**src/rtl/riscv_ctrl_pkg.sv**
```systemverilog
// Shared constants, state encoding and opcode decode helper for the multi-cycle RV32I controller.
package riscv_ctrl_pkg;

    localparam int unsigned OP_WIDTH      = 7;
    localparam int unsigned ALUCTRL_WIDTH = 3;

    localparam logic [OP_WIDTH-1:0] OP_LOAD   = 7'b0000011;
    localparam logic [OP_WIDTH-1:0] OP_STORE  = 7'b0100011;
    localparam logic [OP_WIDTH-1:0] OP_RTYPE  = 7'b0110011;
    localparam logic [OP_WIDTH-1:0] OP_ITYPE  = 7'b0010011;
    localparam logic [OP_WIDTH-1:0] OP_BRANCH = 7'b1100011;
    localparam logic [OP_WIDTH-1:0] OP_JAL    = 7'b1101111;
    localparam logic [OP_WIDTH-1:0] OP_LUI    = 7'b0110111;

    localparam logic [ALUCTRL_WIDTH-1:0] ALU_ADD   = 3'b000;
    localparam logic [ALUCTRL_WIDTH-1:0] ALU_SUB   = 3'b001;
    localparam logic [ALUCTRL_WIDTH-1:0] ALU_PASSB = 3'b110;

    typedef enum logic [3:0] {
        StFetch,
        StDecode,
        StMemAdr,
        StMemRead,
        StMemWb,
        StMemWrite,
        StExecR,
        StExecI,
        StAluWb,
        StBranch,
        StJal,
        StLui
    } state_e;

    // State that follows DECODE; StFetch means the instruction is unsupported.
    function automatic state_e decode_target(input logic [OP_WIDTH-1:0] op,
                                             input logic [2:0] funct3);
        case (op)
            OP_LOAD, OP_STORE: return StMemAdr;
            OP_RTYPE:          return (funct3 == 3'b000) ? StExecR : StFetch;
            OP_ITYPE:          return (funct3 == 3'b000) ? StExecI : StFetch;
            OP_BRANCH:         return (funct3[2:1] == 2'b00) ? StBranch : StFetch;
            OP_JAL:            return StJal;
            OP_LUI:            return StLui;
            default:           return StFetch;
        endcase
    endfunction

endpackage

```
**src/rtl/multicycle_ctrl_fsm_if.sv**
```systemverilog
// Control bundle between the multi-cycle controller (master) and the shared datapath (slave).
interface multicycle_ctrl_fsm_if;
    import riscv_ctrl_pkg::*;

    logic [OP_WIDTH-1:0]      op;
    logic [2:0]               funct3;
    logic                     funct7b5;
    logic                     Zero;
    logic                     mem_ready;
    logic                     PCWrite;
    logic                     AdrSrc;
    logic                     MemWrite;
    logic                     IRWrite;
    logic                     RegWrite;
    logic [1:0]               ResultSrc;
    logic [1:0]               ALUSrcA;
    logic [1:0]               ALUSrcB;
    logic [1:0]               ImmSrc;
    logic [ALUCTRL_WIDTH-1:0] ALUctrl;
    logic                     illegal_instr;

    modport master (
        input  op, funct3, funct7b5, Zero, mem_ready,
        output PCWrite, AdrSrc, MemWrite, IRWrite, RegWrite, ResultSrc,
               ALUSrcA, ALUSrcB, ImmSrc, ALUctrl, illegal_instr
    );

    modport slave (
        output op, funct3, funct7b5, Zero, mem_ready,
        input  PCWrite, AdrSrc, MemWrite, IRWrite, RegWrite, ResultSrc,
               ALUSrcA, ALUSrcB, ImmSrc, ALUctrl, illegal_instr
    );

endinterface

```
**src/rtl/imm_src_dec.sv**
```systemverilog
// Immediate-format select decoded straight from the opcode: 00 I, 01 S, 10 B, 11 J/U.
module imm_src_dec
    import riscv_ctrl_pkg::*;
(
    input  logic [OP_WIDTH-1:0] op,
    output logic [1:0]          imm_src
);

    always_comb begin
        case (op)
            OP_STORE:       imm_src = 2'b01;
            OP_BRANCH:      imm_src = 2'b10;
            OP_JAL, OP_LUI: imm_src = 2'b11;
            default:        imm_src = 2'b00;
        endcase
    end

endmodule

```
**src/rtl/multicycle_ctrl_fsm.sv**
```systemverilog
// Multi-cycle RV32I control unit: sequences fetch/decode/execute/memory/writeback and
// drives datapath selects, write strobes and the ALU operation code.
module multicycle_ctrl_fsm
    import riscv_ctrl_pkg::*;
(
    input  logic                 clk,
    input  logic                 rst_n,
    multicycle_ctrl_fsm_if.master bus
);

    state_e                   state;
    logic [1:0]               imm_src;
    logic                     pc_write, adr_src, mem_write, ir_write, reg_write, illegal;
    logic [1:0]               result_src, alu_src_a, alu_src_b, imm_out;
    logic [ALUCTRL_WIDTH-1:0] alu_ctrl;

    imm_src_dec u_imm_src_dec (
        .op      (bus.op),
        .imm_src (imm_src)
    );

    always_ff @(posedge clk or negedge rst_n) begin
        if (!rst_n) begin
            state <= StFetch;
        end else begin
            case (state)
                StFetch:    if (bus.mem_ready) state <= StDecode;
                StDecode:   state <= decode_target(bus.op, bus.funct3);
                StMemAdr:   state <= (bus.op == OP_STORE) ? StMemWrite : StMemRead;
                StMemRead:  if (bus.mem_ready) state <= StMemWb;
                StMemWrite: if (bus.mem_ready) state <= StFetch;
                StExecR, StExecI, StJal, StLui: state <= StAluWb;
                default:    state <= StFetch;
            endcase
        end
    end

    always_comb begin
        pc_write   = 1'b0;
        adr_src    = 1'b0;
        mem_write  = 1'b0;
        ir_write   = 1'b0;
        reg_write  = 1'b0;
        illegal    = 1'b0;
        result_src = 2'b00;
        alu_src_a  = 2'b00;
        alu_src_b  = 2'b00;
        alu_ctrl   = ALU_ADD;
        imm_out    = imm_src;
        case (state)
            StFetch: begin
                ir_write   = bus.mem_ready;
                pc_write   = bus.mem_ready;
                alu_src_b  = 2'b10;
                result_src = 2'b10;
            end
            StDecode: begin
                alu_src_a = 2'b01;
                alu_src_b = 2'b01;
                illegal   = (decode_target(bus.op, bus.funct3) == StFetch);
            end
            StMemAdr, StExecI: begin
                alu_src_a = 2'b10;
                alu_src_b = 2'b01;
            end
            StMemRead:  adr_src = 1'b1;
            StMemWb: begin
                result_src = 2'b01;
                reg_write  = 1'b1;
            end
            StMemWrite: begin
                adr_src   = 1'b1;
                mem_write = 1'b1;
            end
            StExecR: begin
                alu_src_a = 2'b10;
                if (bus.funct3 == 3'b000 && bus.funct7b5) alu_ctrl = ALU_SUB;
            end
            StAluWb:    reg_write = 1'b1;
            StBranch: begin
                alu_src_a = 2'b10;
                alu_ctrl  = ALU_SUB;
                if (bus.funct3 == 3'b000)      pc_write = bus.Zero;
                else if (bus.funct3 == 3'b001) pc_write = ~bus.Zero;
            end
            StJal: begin
                alu_src_a = 2'b01;
                alu_src_b = 2'b10;
                pc_write  = 1'b1;
            end
            StLui: begin
                alu_src_b = 2'b01;
                alu_ctrl  = ALU_PASSB;
            end
            default: ;
        endcase
        // Reset must silence every output at once, including the opcode-driven ImmSrc.
        if (!rst_n) begin
            pc_write   = 1'b0;
            adr_src    = 1'b0;
            mem_write  = 1'b0;
            ir_write   = 1'b0;
            reg_write  = 1'b0;
            illegal    = 1'b0;
            result_src = 2'b00;
            alu_src_a  = 2'b00;
            alu_src_b  = 2'b00;
            alu_ctrl   = '0;
            imm_out    = 2'b00;
        end
    end

    assign bus.PCWrite       = pc_write;
    assign bus.AdrSrc        = adr_src;
    assign bus.MemWrite      = mem_write;
    assign bus.IRWrite       = ir_write;
    assign bus.RegWrite      = reg_write;
    assign bus.ResultSrc     = result_src;
    assign bus.ALUSrcA       = alu_src_a;
    assign bus.ALUSrcB       = alu_src_b;
    assign bus.ImmSrc        = imm_out;
    assign bus.ALUctrl       = alu_ctrl;
    assign bus.illegal_instr = illegal;

endmodule

```
**src/flat_wrapper.sv**
```systemverilog
// flat-port wrapper written by rule: the top's interface ports become plain ports
module multicycle_ctrl_fsm_flat import riscv_ctrl_pkg::*;
  (clk, rst_n, bus_op, bus_funct3, bus_funct7b5, bus_Zero, bus_mem_ready, bus_PCWrite, bus_AdrSrc, bus_MemWrite, bus_IRWrite, bus_RegWrite, bus_ResultSrc, bus_ALUSrcA, bus_ALUSrcB, bus_ImmSrc, bus_ALUctrl, bus_illegal_instr);
  multicycle_ctrl_fsm_if bus_i ();
  input  logic clk;
  input  logic rst_n;
  input wire logic [$bits(bus_i.op)-1:0] bus_op;
  input wire logic [$bits(bus_i.funct3)-1:0] bus_funct3;
  input wire logic [$bits(bus_i.funct7b5)-1:0] bus_funct7b5;
  input wire logic [$bits(bus_i.Zero)-1:0] bus_Zero;
  input wire logic [$bits(bus_i.mem_ready)-1:0] bus_mem_ready;
  output wire logic [$bits(bus_i.PCWrite)-1:0] bus_PCWrite;
  output wire logic [$bits(bus_i.AdrSrc)-1:0] bus_AdrSrc;
  output wire logic [$bits(bus_i.MemWrite)-1:0] bus_MemWrite;
  output wire logic [$bits(bus_i.IRWrite)-1:0] bus_IRWrite;
  output wire logic [$bits(bus_i.RegWrite)-1:0] bus_RegWrite;
  output wire logic [$bits(bus_i.ResultSrc)-1:0] bus_ResultSrc;
  output wire logic [$bits(bus_i.ALUSrcA)-1:0] bus_ALUSrcA;
  output wire logic [$bits(bus_i.ALUSrcB)-1:0] bus_ALUSrcB;
  output wire logic [$bits(bus_i.ImmSrc)-1:0] bus_ImmSrc;
  output wire logic [$bits(bus_i.ALUctrl)-1:0] bus_ALUctrl;
  output wire logic [$bits(bus_i.illegal_instr)-1:0] bus_illegal_instr;
  assign bus_i.op = bus_op;
  assign bus_i.funct3 = bus_funct3;
  assign bus_i.funct7b5 = bus_funct7b5;
  assign bus_i.Zero = bus_Zero;
  assign bus_i.mem_ready = bus_mem_ready;
  assign bus_PCWrite = bus_i.PCWrite;
  assign bus_AdrSrc = bus_i.AdrSrc;
  assign bus_MemWrite = bus_i.MemWrite;
  assign bus_IRWrite = bus_i.IRWrite;
  assign bus_RegWrite = bus_i.RegWrite;
  assign bus_ResultSrc = bus_i.ResultSrc;
  assign bus_ALUSrcA = bus_i.ALUSrcA;
  assign bus_ALUSrcB = bus_i.ALUSrcB;
  assign bus_ImmSrc = bus_i.ImmSrc;
  assign bus_ALUctrl = bus_i.ALUctrl;
  assign bus_illegal_instr = bus_i.illegal_instr;
  multicycle_ctrl_fsm u_core (.clk(clk), .rst_n(rst_n), .bus(bus_i));
endmodule
```
**config.mk**
```make
export PLATFORM = sky130hd
export DESIGN_NAME = multicycle_ctrl_fsm_flat
export DESIGN_NICKNAME = d
export VERILOG_FILES = /design/src/rtl/riscv_ctrl_pkg.sv /design/src/rtl/multicycle_ctrl_fsm_if.sv /design/src/rtl/imm_src_dec.sv /design/src/rtl/multicycle_ctrl_fsm.sv /design/src/flat_wrapper.sv
export SDC_FILE = /design/constraint.sdc
export NUM_CORES = 1
export LEC_CHECK = 0
export CAP_MARGIN = 10
export CORE_AREA = 5 5 54 56
export CTS_BUF_LIST = sky130_fd_sc_hd__clkbuf_8
export CTS_CLUSTER_DIAMETER = 100
export DETAILED_ROUTE_END_ITERATION = 8
export DIE_AREA = 0 0 59 61
export PLACE_DENSITY = 0.62
export SYNTH_ARGS = -nofsm -noshare
export SYNTH_HDL_FRONTEND = slang
export SYNTH_SLANG_ARGS = --single-unit
```
**constraint.sdc**
```tcl
create_clock -name clk -period 2.5 [get_ports clk]
set_clock_uncertainty 0.15 [all_clocks]
set_input_delay 0.625 -clock clk [delete_from_list [all_inputs] [get_ports clk]]
set_output_delay 0.625 -clock clk [all_outputs]
set_load 0.01 [all_outputs]
```
Word level (Yosys, flattened, before mapping):

Index checks and enable logic that the tools add are counted.

* logic and storage cells: 74
* flip-flop bits (word level): 4
* input port bits: 15

* reduce and logical (&&, ||, !) cells: 15
* muxes and demuxes: 35
* bitwise gates (word level): 1
* equality and inequality tests: 22

Operators with widths (number)
* one-hot mux 4 bit (6 select lines): 2
* == test 7 x 6 -> 1 bit (second input constant): 3
* 2-to-1 mux 4 bit: 5
* == test 4 x 3 -> 1 bit (second input constant): 4
* == test 4 bit (second input constant): 4
* == test 7 bit (second input constant): 2
* 2-to-1 mux 1 bit: 14
* 2-to-1 mux 3 bit: 4
* one-hot mux 2 bit (2 select lines): 3
* OR reduction 2 bit: 6
* OR reduction 4 bit: 3
* one-hot mux 3 bit (3 select lines): 1
* == test 4 x 2 -> 1 bit (second input constant): 2
* zero test 4 bit: 2
* 2-to-1 mux 2 bit: 4
* == test 7 x 2 -> 1 bit (second input constant): 1
* == test 7 x 5 -> 1 bit (second input constant): 1
* inequality test 2 bit (second input constant): 3
* one-hot mux 2 bit (3 select lines): 1
* == test 4 x 1 -> 1 bit (second input constant): 1
* == test 3 x 1 -> 1 bit (second input constant): 1
* zero test 3 bit: 1
* one-hot mux 1 bit (3 select lines): 1
* AND reduction 3 bit: 1
* other kinds (3): 3

Longest topological paths before layout:

Gate-level depths: netlist of run 1.

* depth after elaboration: 7
* gate-level depth with buffers: 6
* depth with buffers taken out: 4

Modules after synthesis:

Synthesis of run 1 repeated with hierarchy kept, for this count alone.

* cell total of the unflattened synthesis: 106
* area total of the unflattened synthesis: 747.0 sq um

Modules (own cells, without submodules)
* multicycle_ctrl_fsm: cells an instance 99, seq. area each 100.1 sq um, area each 691.9 sq um, instances 1
* imm_src_dec: cells an instance 7, seq. area each 0.0 sq um, area each 55.1 sq um, instances 1

Least setup slack after synthesis of run 1:

OpenSTA, ideal clock, no wires.

* path type: input to output
* start point: input bus_op[2]
* end point: output bus_illegal_instr
* cell stages on the path: 3
* buffers on the path: 0
* setup slack: 187 ps
* required time: 1725 ps
* arrival: 1538 ps
* cell sequence: nand4bb_4 > or4_4 > nor4b_2

* longest elaborated chain between the ends: 7
* elaborated cells between the ends (all ways): 13

RTL lines
* start, declared: RTL line flat_wrapper.sv:7 `input wire logic [$bits(bus_i.op)-1:0] bus_op;`
* == test 7 x 2 -> 1 bit or == test 7 x 6 -> 1 bit (tied branches): RTL line riscv_ctrl_pkg.sv:37 `case (op)`
* OR reduction 2 bit: RTL line riscv_ctrl_pkg.sv:37
* one-hot mux 4 bit (6 select lines) (*): RTL line riscv_ctrl_pkg.sv:37
* 2-to-1 mux 4 bit (*): RTL line multicycle_ctrl_fsm.sv:50 `case (state)`
* zero test 4 bit (*): RTL line multicycle_ctrl_fsm.sv:60 `illegal = (decode_target(bus.op, bus.funct3) == StFetch);`
* 2-to-1 mux 1 bit (*): RTL line multicycle_ctrl_fsm.sv:50
* 2-to-1 mux 1 bit (*): RTL line multicycle_ctrl_fsm.sv:98 `if (!rst_n) begin`
* end, declared: RTL line flat_wrapper.sv:22 `output wire logic [$bits(bus_i.illegal_instr)-1:0] bus_illegal_instr;`

Every way passes the cells marked *; elsewhere a longest branch is shown, timed or not. The select of a mux whose other input is x is not followed.

Worst setup path in the final report of run 1:

* start point: input bus_funct3[2]
* end point: output bus_illegal_instr

* longest elaborated chain between the ends: 7
* elaborated cells between the ends (all ways): 10

RTL lines
* start, declared: RTL line flat_wrapper.sv:8 `input wire logic [$bits(bus_i.funct3)-1:0] bus_funct3;`
* zero test 3 bit or zero test 2 bit (tied branches): RTL line riscv_ctrl_pkg.sv:39, riscv_ctrl_pkg.sv:40, riscv_ctrl_pkg.sv:41
* 2-to-1 mux 3 bit (tied with other cells): RTL line riscv_ctrl_pkg.sv:40 `OP_ITYPE: return (funct3 == 3'b000) ? StExecI : StFetch;`
* one-hot mux 4 bit (6 select lines) (*): RTL line riscv_ctrl_pkg.sv:37
* 2-to-1 mux 4 bit (*): RTL line multicycle_ctrl_fsm.sv:50
* zero test 4 bit (*): RTL line multicycle_ctrl_fsm.sv:60
* 2-to-1 mux 1 bit (*): RTL line multicycle_ctrl_fsm.sv:50
* 2-to-1 mux 1 bit (*): RTL line multicycle_ctrl_fsm.sv:98

Marked as above.

==> results.json, run 1 <==
{
  "status": "complete, but fails checks",
  "violations": "setup timing",
  "ys_seq_elements": 4,
  "postSynthAreaPerCell_sq_um": 7.30,
  "worstPathRequired_ns": 1.73,
  "fin_ws_ns": -0.0432,
  "die_x_um": 59,
  "max-slew-margin-rel_pct": 78.2,
  "yosysWarnings": 0,
  "antenna_found_initial": 0,
  "setup_viol": 2,
  "ys_seq_area_share_pct": 12.7,
  "reg2reg_from": "u_core.state[2]",
  "fmax_mhz": 393,
  "drtIter0Drc": 30,
  "crit_start": "bus_funct3[2]",
  "reg.largest.list": "u_core.state (4)",
  "drc": 0,
  "cp.arrival_ns": 1.77,
  "cts-root-buf": "clkbuf_8",
  "hp-class": "in -> async",
  "cts_sinks": 4,
  "wl_per_cell_um": 13.6,
  "vias": 1036,
  "num_antenna_cells": 0,
  "coreArea_sq_um": 2390,
  "first_global_vias": 1004,
  "mappedNetlistArea_sq_um": 788,
  "syn_nets": 123,
  "portBuffers": 31,
  "drv_slew": 0,
  "grt_pass1_wl_um": 4330,
  "postCtsHoldBufs": 0,
  "cp-end-kind": "output pin",
  "period_minus_slack_ns": 2.54,
  "area_delta_synth_final_pct": 77.6,
  "ctsHtreeMaxLevel": 1,
  "dpl.hpwl_um": 2070,
  "clkLatencyLatePin_ns": 0.21,
  "place_congestion": 0.841,
  "synth_edf_count": 0,
  "min_period_over_period_pct": 102,
  "grt_max_degree": 18,
  "critPathKind": "in -> out",
  "setup-tns-final_ns": -0.0722,
  "syn_inst": 108,
  "fp.dieArea_sq_um": 3600,
  "ys.flop_type": "dfrtp_1",
  "p_leak_uw": 0.000677,
  "cts_buffers": 3,
  "core.rowCount": 18,
  "synth_cell_type_count": 47,
  "vias_per_cell": 5.29,
  "rsz0062_at_grt": "yes",
  "die_h_um": 61,
  "drv_cap": 0,
  "clk_path_buf_depth": 2,
  "start_kind": "input port",
  "grt.overflow.total": 0,
  "async_flop_share_pct": 100,
  "wl_um": 2670,
  "drtAntennaViolNets": 0,
  "top_register": "u_core.state",
  "cts_tree": "yes",
  "layout_commonest_cell": "buf_4",
  "worst-path-max-fanout": 3,
  "nNetsFinal": 183,
  "largest_register_ffs": 4,
  "post-place-cells": 186,
  "firstDrtPassIters": 4,
  "stdcell_count": 196,
  "clk_pin_slew_ns": 0.03,
  "io_pins": 32,
  "power_density_nw_per_um2": 504,
  "layout_common_cells": "28 x buf_4, 14 x nor2_1, 11 x dlygate4sd2_1",
  "start_util_pct": 33.0,
  "grt_usage_pct": 15.6,
  "vdd_ir_drop_max_v": 0.000549,
  "hold_viol": 0,
  "tightest_slew_ns": 0.323,
  "layout-drive-gt1-share_pct": 40.4
}
[kinds of logic (layout without fill, tap and decap cells)]
group	count (synthesis)	in the layout	synth area share, %
flip-flops	4	4	12.7
AO/OA/AOI/OAI	28	28	26.7
XOR/XNOR	3	3	3.33
AND/OR/NAND/NOR	59	59	48.3
multiplexers	1	1	1.27
buffers and inverters	13	71	7.78
[cell usage after synthesis, types with 2 or more instances]
| master | n | area share (%) |
|---|---|---|
| nor4b_2 | 2 | 3.8 |
| nand3b_1 | 3 | 2.9 |
| a31oi_1 | 3 | 2.4 |
| nor3_1 | 4 | 2.5 |
| a21oi_1 | 3 | 1.9 |
| dfrtp_1 | 4 | 13 |
| nand2b_1 | 4 | 3.2 |
| o21ai_0 | 2 | 1.3 |
| nand2_1 | 8 | 3.8 |
| o21a_1 | 3 | 2.9 |
| buf_2 | 7 | 4.4 |
| and4b_2 | 2 | 2.9 |
| and3_1 | 3 | 2.4 |
| nor3b_1 | 2 | 1.9 |
| nor2_1 | 15 | 7.1 |
| a21o_1 | 3 | 2.9 |
| clkbuf_1 | 2 | 0.95 |
| inv_1 | 3 | 1.4 |
| nor2b_1 | 5 | 4.0 |
| a21boi_0 | 2 | 1.9 |
| xnor2_1 | 2 | 2.2 |
[layer usage]
metal,share of wire (%),vias up,track usage [%]
li1,-,514,-
met4,0,0,5.50
met2,51,29,29.0
met5,0,-,0
met3,6.0,0,3.40
met1,42,493,17.3
[through the flow]
stage / cell area, sq um / worst slack [ns] / hold WS (ns) / power (uW) / utilization (%)
3_3_place_gp: 1300 / -0.769 / 0.585 / 579 / 54.5
3_5_place_dp: 1300 / -0.793 / 0.593 / 592 / 54.5
5_1_grt: 1400 / -0.0900 / 0.480 / 760 / 58.6
6_report: 1400 / -0.0432 / 0.474 / 706 / 58.6
4_1_cts: 1400 / -0.0423 / 0.461 / 710 / 58.5
2_1_floorplan: 788 / 0.187 / 0.179 / 357 / -
[power breakdown]
group / switching (uW) / total (uW) / leakage [uW] / internal [uW]
registers: 17.0 / 97.5 / 0.0000537 / 80.5
logic: 238 / 477 / 0.000602 / 239
clock network: 29.1 / 131 / 0.0000216 / 102
total: 284 / 706 / 0.000677 / 422
[worst paths after layout]
kind,end,slack [ns],cells after the start
setup / recovery,bus_illegal_instr,-0.04,6
hold / removal,u_core.state[1],0.47,3
setup reg to reg,u_core.state[2],0.85,6
hold reg to reg,u_core.state[2],0.61,2
max in group asynchronous,u_core.state[3],1.62,3
min in group clk,u_core.state[2],0.61,2
[critical path: stages]
cell and delay [ns]:
buf_8 0.10, nor3_4 0.19, nand2_1 0.07, or4_4 0.49, nor4b_4 0.15, buf_2 0.14
[what timing repair did]
item / in CTS / in global routing
setup endpoints to repair: 17 / 7
buffers inserted: 6 / 1
gates resized for setup: 83 / 11
pin swaps: 11 / 2
[area by class of cell]
type | instances | area (sq um)
Clock buffer | 3 | 41.3
Fill cell | 235 | 987
Inverter | 3 | 11.3
Multi-Input combinational cell | 91 | 684
Sequential cell | 4 | 100
Tap cell | 30 | 37.5
Timing Repair Buffer | 65 | 526
Power figures use the tool's default switching activity.
==> run 2: changes to the inputs <==
- clock period: 2.5 -> 2.9 ns (I/O delays scaled with it)
==> run 2 against run 1 <==
Effect of this change:
- non-clock buffer count fell by 9
- register-to-register slack improved by 0.34 ns
- hold slack improved by 0.16 ns
- first-iteration DRC count fell by 20%
- via count fell by 6.3%
- largest power group unchanged
- critical path depth fell by 1
- sequential cell count did not move
- clock power fell by 12%
- the flow now finishes without violations
- clock-buffer cell count did not move
- worst setup slack improved by 0.057 ns
- wire length fell by 7.7%
==> results.json, run 2 (synthesized netlist as in run 1, its figures left out) <==
{
  "cts_sinks": 4,
  "grt.overflow.total": 0,
  "place_congestion": 0.842,
  "die_x_um": 59,
  "regArea_sq_um": 100,
  "multi_input_area_sq_um": 646,
  "min_period_over_period_pct": 99.5,
  "vias_per_cell": 5.19,
  "top_register": "u_core.state",
  "post-place-cells": 182,
  "setup-tns-final_ns": 0,
  "wl_per_cell_um": 13.2,
  "cts-root-buf": "clkbuf_8",
  "clkLatencyLatePin_ns": 0.21,
  "antenna_found_initial": 0,
  "worst-path-max-fanout": 7,
  "start_kind": "input port",
  "drtAntennaViolNets": 0,
  "drv_cap": 0,
  "max-slew-margin-rel_pct": 73.0,
  "worstPathRequired_ns": 2.03,
  "clk_pin_slew_ns": 0.03,
  "cp.arrival_ns": 2.01,
  "drv_slew": 0,
  "fin_util_pct": 54.2,
  "grt_max_degree": 20,
  "cts_buffers": 3,
  "layout-drive-gt1-share_pct": 29.9,
  "drtIter0Drc": 24,
  "drc": 0,
  "stdcell_count": 187,
  "start_util_pct": 33.0,
  "hold_ws_ns": 0.630,
  "io_pins": 32,
  "clk_path_buf_depth": 2,
  "first_global_vias": 930,
  "rsz0062_at_grt": "yes",
  "coreArea_sq_um": 2390,
  "die_h_um": 61,
  "p_leak_uw": 0.000636,
  "area_delta_synth_final_pct": 64.1,
  "fp.dieArea_sq_um": 3600,
  "n_fill_cell": 271,
  "hold_viol": 0,
  "critPathKind": "in -> out",
  "num_antenna_cells": 0,
  "vdd_ir_drop_max_v": 0.000418,
  "wl_um": 2470,
  "postCtsHoldBufs": 0,
  "grt_pass1_wl_um": 4000,
  "nNetsFinal": 174,
  "status": "finished, final reports clean",
  "largest_register_ffs": 4,
  "period_minus_slack_ns": 2.89,
  "layout_commonest_cell": "buf_4",
  "fmax_mhz": 346,
  "ctsHtreeMaxLevel": 1,
  "core.rowCount": 18,
  "cts_tree": "yes",
  "hp-class": "reg -> reg",
  "reg.largest.list": "u_core.state (4)",
  "dpl.hpwl_um": 1990,
  "tightest_slew_ns": 0.405,
  "cp-end-kind": "output pin",
  "portBuffers": 31,
  "power_density_nw_per_um2": 436,
  "firstDrtPassIters": 4,
  "layout_common_cells": "24 x buf_4, 21 x dlygate4sd2_1, 13 x nor2_1",
  "setup_viol": 0,
  "vias": 971,
  "grt_usage_pct": 14.2
}
## run 2: layout make-up
class | count | share of cell area [%]
Multi-Input combinational cell | 91 | 49.9
Timing Repair Buffer | 56 | 35.4
Sequential cell | 4 | 7.74
Clock buffer | 3 | 3.19
Tap cell | 30 | 2.90
Inverter | 3 | 0.870
## run 2: repair_timing
| item | in CTS | in global routing |
|---|---|---|
| endpoints found under the setup margin | 17 | 3 |
| setup buffers | 2 | 0 |
| hold endpoints to repair | 0 | 0 |
| pin swaps | 4 | 4 |
| gates resized for setup | 34 | 9 |
## run 2: critical path: stages
cell and delay [ns]:
dlygate4sd2_1 0.29, buf_6 0.16, or4_4 0.51, nor4b_2 0.17, buf_2 0.14
## run 2: path summary, 6_finish.rpt
path                                 start                end  slack (ns)  cells after the start
setup / recovery                 bus_op[6]  bus_illegal_instr        0.01                      5
hold / removal             u_core.state[3]    u_core.state[2]        0.63                      1
setup reg to reg           u_core.state[2]    u_core.state[2]        1.19                      5
hold reg to reg            u_core.state[3]    u_core.state[2]        0.63                      1
max in group asynchronous            rst_n    u_core.state[0]        1.66                      3
min in group asynchronous            rst_n    u_core.state[2]        0.84                      3
## run 2: layer usage
metal | global-route usage (%) | up-vias | share of wire [%]
met5 | 0 | - | 0
met2 | 24.0 | 25 | 48
met1 | 18.9 | 448 | 46
met4 | 4.85 | 0 | 0.61
li1 | - | 496 | -
met3 | 1.49 | 2 | 5.1
## run 2: per-stage QoR
| stage | total power, uW | instance area (sq um) | setup WS [ns] |
|---|---|---|---|
| after floorplan | 308 | 788 | 0.387 |
| after CTS | 569 | 1290 | -0.159 |
| after detailed placement | 479 | 1260 | -0.590 |
| after global placement | 472 | 1260 | -0.566 |
| final | 565 | 1290 | 0.0137 |
| after global routing | 617 | 1290 | -0.0388 |
## run 2: report_power, final
part           switching, uW  leakage (uW)  total, uW  internal [uW]
registers               22.4     0.0000537       91.6           69.2
logic                    180      0.000561        359            178
clock network           26.3     0.0000216        115           88.2
total                    229      0.000636        565            336
==> run 3: changes to the inputs <==
- CORE_AREA: 5 5 54 56 -> 3 3 52 54
- DIE_AREA: 0 0 59 61 -> 0 0 55 57
==> run 3 against run 2 <==
Effect of this change:
- sequential cell count stayed put
- final cell count increased by 2.1%
- wire length fell by 1.1%
- combinational power increased by 1%
- clock power barely moved
- sequential power up 19%
- via count rose by 1.6%
- non-clock buffer count grew 6
- global-route usage increased by 2.0 points
- hold slack got worse by 0.059 ns
- first-iteration DRC count decreased by 8.3%
- worst setup slack better by 0.044 ns
- critical path type unchanged
- largest power group unchanged
==> results.json, run 3 (synthesized netlist as in run 1, its figures left out) <==
{
  "status": "finished, final reports clean",
  "dp_slack_ns": -0.578,
  "fin_ws_ns": 0.0577,
  "vdd_ir_drop_max_v": 0.000397,
  "cts-root-buf": "clkbuf_8",
  "cts_tree": "yes",
  "worst-path-max-fanout": 3,
  "vias": 987,
  "antenna_found_initial": 0,
  "postCtsHoldBufs": 0,
  "drv_slew": 0,
  "top_register": "u_core.state",
  "rsz0062_at_grt": "no",
  "io_pins": 32,
  "grt_max_degree": 15,
  "grt_pass1_wl_um": 3970,
  "layout-drive-gt1-share_pct": 35.0,
  "setup_viol": 0,
  "vias_per_cell": 5.17,
  "reg.largest.list": "u_core.state (4)",
  "worstPathRequired_ns": 2.03,
  "multi_input_area_sq_um": 654,
  "p_leak_uw": 0.000668,
  "cp.arrival_ns": 1.97,
  "hp-class": "in -> async",
  "min_period_over_period_pct": 98.0,
  "ctsHtreeMaxLevel": 1,
  "layout_common_cells": "30 x buf_4, 15 x nor2_1, 11 x clkdlybuf4s50_1",
  "start_util_pct": 35.0,
  "dpl.hpwl_um": 1930,
  "critPathKind": "in -> out",
  "fmax_mhz": 352,
  "hold_ws_ns": 0.572,
  "layout_commonest_cell": "buf_4",
  "place_congestion": 0.794,
  "regArea_sq_um": 101,
  "nNetsFinal": 180,
  "cts_sinks": 4,
  "clk_pin_slew_ns": 0.03,
  "area_delta_synth_final_pct": 70.2,
  "firstDrtPassIters": 4,
  "drtAntennaViolNets": 0,
  "num_antenna_cells": 0,
  "drc": 0,
  "portBuffers": 31,
  "clkLatencyLatePin_ns": 0.21,
  "max-slew-margin-rel_pct": 75.5,
  "n_fill_cell": 233,
  "wl_per_cell_um": 12.8,
  "die_h_um": 57,
  "tightest_slew_ns": 0.367,
  "cp-end-kind": "output pin",
  "fp.dieArea_sq_um": 3140,
  "clk_path_buf_depth": 2,
  "power_density_nw_per_um2": 436,
  "period_minus_slack_ns": 2.84,
  "hold_viol": 0,
  "grt_usage_pct": 16.2,
  "core.rowCount": 17,
  "start_kind": "input port",
  "wl_um": 2440,
  "largest_register_ffs": 4,
  "drv_cap": 0,
  "die_x_um": 55,
  "first_global_vias": 911,
  "grt.overflow.total": 0,
  "cts_buffers": 3,
  "drtIter0Drc": 22,
  "coreArea_sq_um": 2250
}
-- run 3: path summary, 6_finish.rpt --
path	end	startpoint	cells past startpoint	slack [ns]
max in group asynchronous	u_core.state[1]	rst_n	3	1.91
worst min-delay path	u_core.state[0]	rst_n	3	0.57
worst min register to register	u_core.state[0]	u_core.state[1]	3	0.58
worst max register to register	u_core.state[2]	u_core.state[0]	5	1.19
min in group clk	u_core.state[0]	u_core.state[1]	3	0.58
worst max-delay path	bus_illegal_instr	bus_op[6]	7	0.06
-- run 3: critical path, cell delays in order --
cell and delay [ns]:
dlygate4sd2_1 0.27, or3b_1 0.37, a21oi_2 0.16, buf_4 0.13
a21o_2 0.12, nor4b_4 0.05, buf_2 0.14
-- run 3: metrics by stage --
| stage | total power (uW) | util, % | instance area [sq um] | TNS [ns] | std cells |
|---|---|---|---|---|---|
| 6_report | 585 | 59.5 | 1340 | 0 | 191 |
| 4_1_cts | 587 | 59.7 | 1350 | -0.0244 | 190 |
| 3_3_place_gp | 473 | 56.7 | 1280 | -3.70 | 183 |
| 2_1_floorplan | 308 | - | 788 | 0 | 108 |
| 5_1_grt | 640 | 59.5 | 1340 | 0 | 191 |
| 3_5_place_dp | 480 | 56.7 | 1280 | -3.99 | 183 |
-- run 3: where the power goes --
part | leakage, uW | internal (uW) | switching [uW]
clock network | 0.0000216 | 88.1 | 24.8
registers | 0.0000521 | 69.9 | 39.4
logic | 0.000594 | 195 | 168
total | 0.000668 | 353 | 232
-- run 3: final cells by class --
| cell class | count | share of cell area [%] |
|---|---|---|
| Tap cell | 28 | 2.61 |
| Sequential cell | 4 | 7.56 |
| Multi-Input combinational cell | 91 | 48.8 |
| Timing Repair Buffer | 62 | 37.1 |
| Clock buffer | 3 | 3.08 |
| Inverter | 3 | 0.840 |
-- run 3: per-layer routing --
metal	global-route usage, %	wire, um	vias up
li1	-	-	509
met1	23.2	1170	459
met2	26.5	1170	19
met3	1.04	103	0
met4	3.13	0	0
met5	0	0	-
-- run 3: repair_timing --
item / in CTS / in global routing
pin swaps: 4 / 8
resized for setup: 27 / 24
setup endpoints to repair: 17 / 7
setup buffers: 4 / 1
